--- src/rtl/instr_fetch_unit.sv ---
// Instruction fetch stage: owns the PC, drives the instruction port,
// buffers {pc, instr} pairs and hands them to decode over valid/ready.
// Ports:
//   clk, rst        rising-edge clock, async active-high reset
//   imem_addr       instruction address (the pc register)
//   imem_data       instruction word for imem_addr, same cycle
//   instr_out       head instruction word
//   instr_pc        head instruction byte address
//   instr_valid     head entry is valid
//   instr_ready     decode accepts head this cycle
//   redirect_valid  execute PC change (flush + reload)
//   redirect_pc     new PC, bit 0 forced to 0
//   stall           suppress fetch, FIFO may drain
//   fifo_count      number of valid entries
module instr_fetch_unit #(
    parameter logic [11:0] RESET_PC   = 12'h000,
    parameter int          FIFO_DEPTH = 2
) (
    input  logic        clk,
    input  logic        rst,
    output logic [11:0] imem_addr,
    input  logic [15:0] imem_data,
    output logic [15:0] instr_out,
    output logic [11:0] instr_pc,
    output logic        instr_valid,
    input  logic        instr_ready,
    input  logic        redirect_valid,
    input  logic [11:0] redirect_pc,
    input  logic        stall,
    output logic [2:0]  fifo_count
);

    localparam int          PW     = $clog2(FIFO_DEPTH);
    localparam logic [2:0]  DEPTH3 = 3'(FIFO_DEPTH);
    localparam logic [11:0] PC0    = RESET_PC & 12'hFFE;

    generate
        if (FIFO_DEPTH != 2 && FIFO_DEPTH != 4) begin : g_bad_depth
            $error("instr_fetch_unit: FIFO_DEPTH must be 2 or 4");
        end
    endgenerate

    logic [11:0]   pc;
    logic [PW-1:0] head;
    logic [PW-1:0] tail;
    logic [2:0]    count;
    logic [11:0]   pc_q  [FIFO_DEPTH];
    logic [15:0]   ins_q [FIFO_DEPTH];

    logic pop;
    logic push;

    assign instr_valid = (count != 3'd0);
    assign pop         = instr_valid & instr_ready;
    // A full FIFO can still accept when the head leaves this cycle.
    assign push        = ~redirect_valid & ~stall &
                         ((count < DEPTH3) | pop);

    assign imem_addr  = pc;
    assign instr_out  = ins_q[head];
    assign instr_pc   = pc_q[head];
    assign fifo_count = count;

    always_ff @(posedge clk or posedge rst) begin
        if (rst) begin
            pc    <= PC0;
            head  <= '0;
            tail  <= '0;
            count <= 3'd0;
            for (int i = 0; i < FIFO_DEPTH; i++) begin
                pc_q[i]  <= 12'h000;
                ins_q[i] <= 16'h0000;
            end
        end else if (redirect_valid) begin
            // Flush wins over any pop or push this cycle.
            pc    <= redirect_pc & 12'hFFE;
            head  <= '0;
            tail  <= '0;
            count <= 3'd0;
        end else begin
            if (push) begin
                pc_q[tail]  <= pc;
                ins_q[tail] <= imem_data;
                tail        <= tail + 1'b1;
                pc          <= pc + 12'd2;
            end
            if (pop) begin
                head <= head + 1'b1;
            end
            unique case ({push, pop})
                2'b10:   count <= count + 3'd1;
                2'b01:   count <= count - 3'd1;
                default: count <= count;
            endcase
        end
    end

endmodule

--- config.mk ---
export PLATFORM = sky130hd
export DESIGN_NAME = instr_fetch_unit
export DESIGN_NICKNAME = d
export VERILOG_FILES = /design/src/rtl/instr_fetch_unit.sv
export SDC_FILE = /design/constraint.sdc
export NUM_CORES = 1
export LEC_CHECK = 0
export CORE_MARGIN = 3
export CORE_UTILIZATION = 50
export CTS_CLUSTER_DIAMETER = 120
export DETAILED_ROUTE_END_ITERATION = 8
export PLACE_DENSITY = 0.81
export SLEW_MARGIN = 0
export SYNTH_ARGS = -nofsm -noshare
export SYNTH_HDL_FRONTEND = slang
export SYNTH_SLANG_ARGS = --single-unit
--- constraint.sdc ---
create_clock -name clk -period 2.6 [get_ports clk]
set_clock_uncertainty 0.2 [all_clocks]
set_input_delay 0.52 -clock clk [delete_from_list [all_inputs] [get_ports clk]]
set_output_delay 0.52 -clock clk [all_outputs]
set_load 0.005 [all_outputs]
==> impl_results.md, run 1 <==
* DRC at 0
* CTS clock-pin slew for the worst setup and hold paths at around 0.080 ns
* Die height at ~87 µm
* Via count at 2288
* Pins Over Slew Limit at 0
* I/O Buffers at 73
* Nets at 367
* Clock Latency Late Sink at 0.34 ns
* Worst setup path class: flop to primary output
* Ys async rst share at between 90% and 100%
* Hold Path Class: flop to flop
* Slew @ Worst Pin at roughly 0.54 ns
* Top FF cell, synth: dfrtp_1
* CP Data Required Time at 1.88 ns
* Non-Filler Instances at 411
* Worst slack, placed at around 0.11 ns
* Relative slew slack at 63.6%
* Top cell type's share of synthesized area at 53.6%
* Fraction of layout cells with a size suffix above 1 at 36.3%
* CTS Buf Count at 9
* Post-CTS sizing at 0
* Detail-routed via count per cell at about 5.6
* Number of enable flip-flop cells after synthesis at 0
* Cts hold-fix bufs at 0
* H-tree levels at 3
* Yosys warning total at 0
* Largest cells by area after synthesis: dfrtp_1 54%, mux2_2 29%, o311ai_0 1.9%
* Num ports at 77
* Number of max-cap violations at 0
* Std-Cell Rows at 28
* Top cells by count, synth: 83 x mux2_2, 70 x dfrtp_1, 14 x nand2_1, 11 x nor2_1, 7 x o311ai_0
* Hold Slack at about 0.30 ns
* Ant. Diodes at 0
* RSZ-0062 raised after global routing: false
* Pwr/cell area at 972 nW/µm²
* Worst ir drop on vdd at between 0.6 and 0.7 mV
* Sequential cell area fraction in the yosys report at 53.6%
* Largest net degree at the start of global routing at 29
* Placed cells at roughly 400
* First-pass GRT wire length at between 10000 and 15000 µm
* Sink Count at 70
* Synth area leader: dfrtp_1
* Starting Density at 53.3%
* Clock Path Buffers at 2
* Mapped cell area at 3270 µm²
* Number of global-route vias before repair at 2360
* Post-route minimum period at 2.49 ns
* Worst EP arrival at 1.77 ns
* CTS tree: yes
* Synthesized area per cell at 13.3 µm²
* Hpwl dp at 4880 µm
* Leakage Power at approximately 0.0018 µW
* CP max FO at 23
* Final setup TNS at 0 ns
* Fin crit share at 95.8%
* All-Layer GR Usage at just over 20%
* WL/cell at 17.1 µm
* Status: complete, no violations
* Core Area at 6130 µm²
* Gpl congestion at 0.838
* # setup viols final at 0
* Synth unique cells at 42
* Die W at 86.9 µm
* Grt ovf at 0
* Fmax at 402 MHz
* Post-route ant nets at 0
* Post-Syn Instances at 245
* Root buf cell: clkbuf_8
* Worst setup EP type: primary output
* FILL cells at 433
* Worst Setup Slack, final at 0.110 ns
* Drt first pass iters at 4
* Most common cell in the netlist: mux2_2
* DR iter-0 viols at about 150
* Initial antenna violation count at 0
* Seq cells post-synth at 70
* Final Hold Viols at 0
* Layout area overhead at 34.0%
* Total wire length at 7030 µm
* Die Area at between 7000 and 8000 µm²
* CP Launch Type: flop
* Setup bufs post-CTS at 0
==> cell families (layout without fill, tap and decap cells) <==
| kind of cell | count (synthesis) | in the layout | synth area share, % |
|---|---|---|---|
| mux | 84 | 84 | 28.9 |
| flops | 70 | 70 | 53.6 |
| simple gates | 45 | 45 | 7.00 |
| compound gates | 25 | 25 | 6.20 |
| buf+inv | 16 | 106 | 2.72 |
| fa+ha+maj | 2 | 2 | 0.995 |
| xor+xnor | 2 | 2 | 0.536 |
| other cells | 1 | 2 | 0.115 |
==> area by class of cell <==
cell class                      count  area, µm²  share of cell area (%)
Clock buffer                       10        138                    3.14
Inverter                            3       11.3                   0.257
Sequential cell                    70       1750                    40.0
Clock inverter                      5       50.0                    1.14
Multi-Input combinational cell    160       1430                    32.7
Tap cell                           75       93.8                    2.14
Timing Repair Buffer               88        906                    20.7
==> critical path, stage by stage (launching register included) <==
cell	delay, ns
dfrtp_1	0.39
buf_12	0.19
mux2_2	0.36
clkdlybuf4s50_1	0.47
==> per-layer routing <==
layer,global-route usage (%),vias up,routed length (µm)
li1,-,1067,-
met1,28.6,1138,3100
met2,30.9,78,3370
met3,4.92,5,520
met4,6.37,0,51
met5,0,-,0
==> registers in the layout (all words and copies together), names as in the netlist <==
| name | cells |
|---|---|
| pc_q | 22 |
| head | 1 |
| tail | 1 |
| fifo_count | 3 |
| imem_addr | 11 |
| ins_q | 32 |
==> power breakdown <==
part | leakage [µW] | switching [µW] | internal (µW) | total, µW
Combinational | 0.000900 | 534 | 1140 | 1670
Sequential | 0.000845 | 237 | 1500 | 1740
Clock | 0.000102 | 391 | 457 | 848
==> layout by cell type, fill, tap and decap left out, types with 2 or more instances in the layout <==
cell             netlist  routed
mux2_2                83      83
clkdlybuf4s50_1        0      73
dfrtp_1               70      70
nand2_1               14      14
nor2_1                11      11
clkbuf_8               1      10
buf_4                  2      10
o311ai_0               7       7
o21ai_0                5       5
buf_12                 0       5
a221o_1                4       4
clkinv_2               0       4
nor3b_1                3       3
nor4_1                 3       3
nor3_1                 2       2
inv_1                  3       2
nand3_1                2       2
xor2_1                 2       2
conb_1                 1       2
==> final timing paths <==
check                                         start  slack (ns)                   endpoint  cells past startpoint
hold reg to reg               ins_q[15]$_DFFE_PP0P_        0.30      ins_q[15]$_DFFE_PP0P_                      1
hold / removal                ins_q[15]$_DFFE_PP0P_        0.30      ins_q[15]$_DFFE_PP0P_                      1
setup reg to reg           imem_addr[2]$_DFFE_PP0P_        0.30  imem_addr[11]$_DFFE_PP0P_                      5
setup / recovery                   head$_DFFE_PP0P_        0.11                instr_pc[8]                      3
min in group asynchronous                       rst        0.37       ins_q[1]$_DFFE_PP0P_                      2
max in group asynchronous                       rst        1.31      ins_q[12]$_DFFE_PP0P_                      3
==> per-stage QoR <==
step	util [%]	area, µm²	power [µW]
3_5_place_dp	68.4	4200	3450
4_1_cts	71.5	4380	4320
6_report	71.5	4380	4260
3_3_place_gp	68.4	4200	3390
2_1_floorplan	-	3270	2590
5_1_grt	71.5	4380	4540
(Power assumes the default switching activity.)
==> run 2: changes to the inputs <==
- CELL_PAD_IN_SITES_DETAIL_PLACEMENT: unset -> 1
- CELL_PAD_IN_SITES_GLOBAL_PLACEMENT: unset -> 1
- CORE_UTILIZATION: 50 -> 40
==> impl_results.md, run 2 (same netlist as run 1, synthesis figures left out) <==
* FILL cells at roughly 800
* Top reg by flops: ins_q
* CTS tree: yes
* H-tree levels at 3
* Drt first pass iters at 4
* Clock Latency Late Sink at 0.35 ns
* Total wire length at slightly above 8000 µm
* Worst ir drop on vdd at 0.378 mV
* Worst hold start: pc_q[16]$_DFFE_PP0P_
* All-Layer GR Usage at 19.0%
* Largest net degree at the start of global routing at just over 70
* Fraction of layout cells with a size suffix above 1 at about 37%
* Grt ovf at 0
* Ant. Diodes at 0
* Post-route cell area at 4430 µm²
* Pins Over Slew Limit at 0
* CP Data Required Time at 1.88 ns
* Via count at 2388
* Num ports at 77
* Die height at 96.4 µm
* Final Hold Viols at 0
* WL/cell at between 15 and 20 µm
* Die W at 96.4 µm
* Root buf cell: clkbuf_8
* CP Launch Type: flop
* DRC at 0
* Final setup TNS at 0 ns
* Non-Filler Instances at 442
* Initial antenna violation count at 0
* Number of global-route vias before repair at 2716
* Setup bufs post-CTS at 0
* Layout area overhead at 35.5%
* CTS Buf Count at 9
* Post-CTS sizing at 0
* Pwr/cell area at 987 nW/µm²
* Worst setup path class: flop to primary output
* CTS clock-pin slew for the worst setup and hold paths at around 0.08 ns
* Placed Area at about 4200 µm²
* Post-route ant nets at 0
* RSZ-0062 raised after global routing: false
* Std-Cell Rows at 32
* Largest register FFs at 32
* Status: complete, no violations
* Detail-routed via count per cell at 5.40
* Fmax at 402 MHz
* Worst setup EP type: primary output
* Starting Density at 41.7%
* Number of max-cap violations at 0
* Leakage Power at around 0.0018 µW
* # setup viols final at 0
* Nets at between 300 and 400
* Leading cell type in the layout, fill and taps excluded: mux2_2
* Clock Path Buffers at 2
* Core Area at 7850 µm²
* First-pass GRT wire length at 13300 µm
* Most frequent cells in the layout: 83 x mux2_2, 73 x clkdlybuf4s50_1, 70 x dfrtp_1
* Cts hold-fix bufs at 0
* CP max FO at 8
* Crit Reg-Reg Startpoint: fifo_count[1]$_DFFE_PP0P_
* Die Area at between 9000 and 10000 µm²
* CP startpoint: head$_DFFE_PP0P_
* Sink Count at 70
* Gpl congestion at 0.758
* DR iter-0 viols at 40
* Worst EP arrival at 1.76 ns
* Hpwl dp at 5720 µm
* Fin crit share at 95.6%
* I/O Buffers at 73
* Post-route minimum period at 2.48 ns
* Hold Path Class: flop to flop
* Placed cells at 426
## run 2: worst max-delay path, cell delays in order (launching register included)
cell             delay [ns]
dfrtp_1                0.40
buf_4                  0.21
mux2_2                 0.36
clkdlybuf4s50_1        0.45
## run 2: final timing paths
check                                                 end  slack, ns  cells past startpoint
worst max-delay path                          instr_pc[5]       0.12                      3
worst min-delay path                 pc_q[16]$_DFFE_PP0P_       0.31                      1
worst max register to register  fifo_count[2]$_DFFE_PP0P_       0.33                      6
worst min register to register       pc_q[16]$_DFFE_PP0P_       0.31                      1
max in group asynchronous            pc_q[14]$_DFFE_PP0P_       1.53                      3
min in group asynchronous            ins_q[3]$_DFFE_PP0P_       0.37                      3
## run 2: area by class of cell
cell class                 instances  area (µm²)  share of cell area [%]
clock buffer                       9         124                    2.79
clock inverter                     7        81.3                    1.83
inverter                           3        11.3                   0.254
multi-input combinational        160        1430                    32.3
sequential                        70        1750                    39.5
tap                              102         128                    2.88
timing repair buffer              91         903                    20.4
## run 2: layer usage
metal  global-route usage, %  vias to the layer above  share of wire (%)
met5                       0                        -                  0
met4                    7.83                        0                1.2
met3                    3.72                        9                5.0
met2                    32.5                       74                 50
met1                    23.5                     1225                 43
li1                        -                     1080                  -
## run 2: per-stage QoR
step           util, %  setup slack (ns)  hold WS, ns  power, µW
6_report          56.5             0.115        0.305       4370
5_1_grt           56.5            0.0382        0.324       4670
4_1_cts           56.5            0.0820        0.310       4450
3_5_place_dp      53.9            0.0715        0.292       3500
3_3_place_gp      53.9             0.108        0.281       3410
2_1_floorplan        -             0.112        0.274       2590
## run 2: where the power goes
| group | internal [µW] | total, µW | switching, µW |
|---|---|---|---|
| clock network | 456 | 912 | 456 |
| registers | 1500 | 1750 | 247 |
| logic | 1150 | 1720 | 568 |
==> run 3: changes to the inputs <==
- PLACE_DENSITY: 0.81 -> unset
- PLACE_DENSITY_LB_ADDON: unset -> 0.3
==> impl_results.md, run 3 (same netlist as run 1, synthesis figures left out) <==
* Die Area at about 9300 µm²
* Ant. Diodes at 0
* Number of max-cap violations at 0
* FILL cells at 793
* Starting Density at 41.7%
* Fraction of layout cells with a size suffix above 1 at a little under two fifths
* DRC at 0
* FF-to-FF End: fifo_count[2]$_DFFE_PP0P_
* Crit path to: instr_out[9]
* Top reg by flops: ins_q
* DR iter-0 viols at 47
* Worst setup path class: flop to primary output
* Number of global-route vias before repair at 2489
* Largest net degree at the start of global routing at 28
* Final setup TNS at 0 ns
* All-Layer GR Usage at 17.8%
* # setup viols final at 0
* Cts hold-fix bufs at 0
* Root buf cell: clkbuf_8
* Detail-routed via count per cell at 5.32
* Pwr/cell area at 960 nW/µm²
* Overall power at 4210 µW
* Clock Latency Late Sink at 0.33 ns
* Grt ovf at 0
* Pins Over Slew Limit at 0
* CP Data Required Time at about 1.9 ns
* WP buf/inv at 2
* Status: complete, no violations
* Via count at 2361
* Worst setup EP type: primary output
* Worst path top cell family by delay: buffers and inverters
* Post-route ant nets at 0
* Clock Path Buffers at 2
* Leakage Power at around 0.0018 µW
* Hold Path Class: primary input to async pin
* Most frequent cells in the layout: 83 x mux2_2, 73 x clkdlybuf4s50_1, 70 x dfrtp_1
* CP startpoint: head$_DFFE_PP0P_
* Post-CTS sizing at 0
* CTS Buf Count at 9
* Cell Chain, Critical Path: buf_4 > mux2_2 > clkdlybuf4s50_1
* Crit Reg-Reg Startpoint: fifo_count[1]$_DFFE_PP0P_
* H-tree levels at 3
* Drt first pass iters at 4
* Largest register FFs at 32
* Placed Area at 4210 µm²
* Hpwl dp at around 5600 µm
* Leading cell type in the layout, fill and taps excluded: mux2_2
* Setup bufs post-CTS at 0
* Worst EP arrival at 1.76 ns
* Reg2reg path depth at 6
* Max incr delay on CP at 0.45 ns
* Fmax at slightly above 400 MHz
* Worst ir drop on vdd at 0.375 mV
* Post-route cell area at 4390 µm²
* Non-Filler Instances at 444
* Worst Setup Slack, final at 0.116 ns
* Fin crit share at 95.5%
* Stages on worst setup path at 3
* I/O Buffers at 73
* Worst slack, placed at 0.0426 ns
* RSZ-0062 raised after global routing: false
* CP max FO at 15
* Die height at a little under 100 µm
* Initial antenna violation count at 0
* Placed cells at 429
* Post-route minimum period at 2.48 ns
* R2R setup slack at roughly 0.4 ns
* Slowest-stage cell, CP: clkdlybuf4s50_1
* Die W at 96.4 µm
* Core Area at a little under 8000 µm²
* Num ports at 77
* CTS clock-pin slew for the worst setup and hold paths at 0.07 ns
* WL/cell at 17.8 µm
* First-pass GRT wire length at 12400 µm
* Nets at 373
* Std-Cell Rows at 32
* CTS tree: yes
* Layout area overhead at 34.1%
* Total wire length at 7910 µm
* Gpl congestion at 0.792
* Sink Count at 70
* Final Hold Viols at 0
* CP Launch Type: flop
[run 3: cell types whose count changed in the layout (fill, tap and decap cells not counted), sizes merged]
cell and delta:
buf +3, bufinv -1, clkbuf +1, clkinv +2
inv -3
[run 3: how the worst min path moves through the flow]
| stage | end | slack [ns] |
|---|---|---|
| after floorplan | ins_q[0]$_DFFE_PP0P_ | 0.27 |
| after global placement | ins_q[5]$_DFFE_PP0P_ | 0.28 |
| after detailed placement | ins_q[4]$_DFFE_PP0P_ | 0.29 |
| after CTS | ins_q[3]$_DFFE_PP0P_ | 0.22 |
| after global routing | ins_q[19]$_DFFE_PP0P_ | 0.25 |
| final | ins_q[16]$_DFFE_PP0P_ | 0.23 |
[run 3: power breakdown]
part / leakage, µW / switching [µW] / internal (µW) / total, µW
Combinational: 0.000906 / 558 / 1130 / 1690
Sequential: 0.000845 / 245 / 1500 / 1750
Clock: 0.0000804 / 412 / 366 / 778
[run 3: area by class of cell]
class	count	area, µm²	area share, %
clock inverter	5	36.3	0.827
inverter	3	11.3	0.257
multi-input combinational	160	1430	32.7
sequential	70	1750	39.9
tap	102	128	2.91
timing repair buffer	94	888	20.3
clock buffer	10	138	3.14
[run 3: stage by stage]
step	hold WS [ns]	util, %
after global placement	0.281	53.7
after detailed placement	0.291	53.7
after CTS	0.218	55.9
after floorplan	0.274	-
after global routing	0.251	55.9
final	0.226	55.9
[run 3: per-layer routing]
metal	part of all wire (%)	GRT usage, %
met5	0	0
met4	1.4	6.31
met3	4.6	3.49
met2	49	30.4
met1	45	22.6
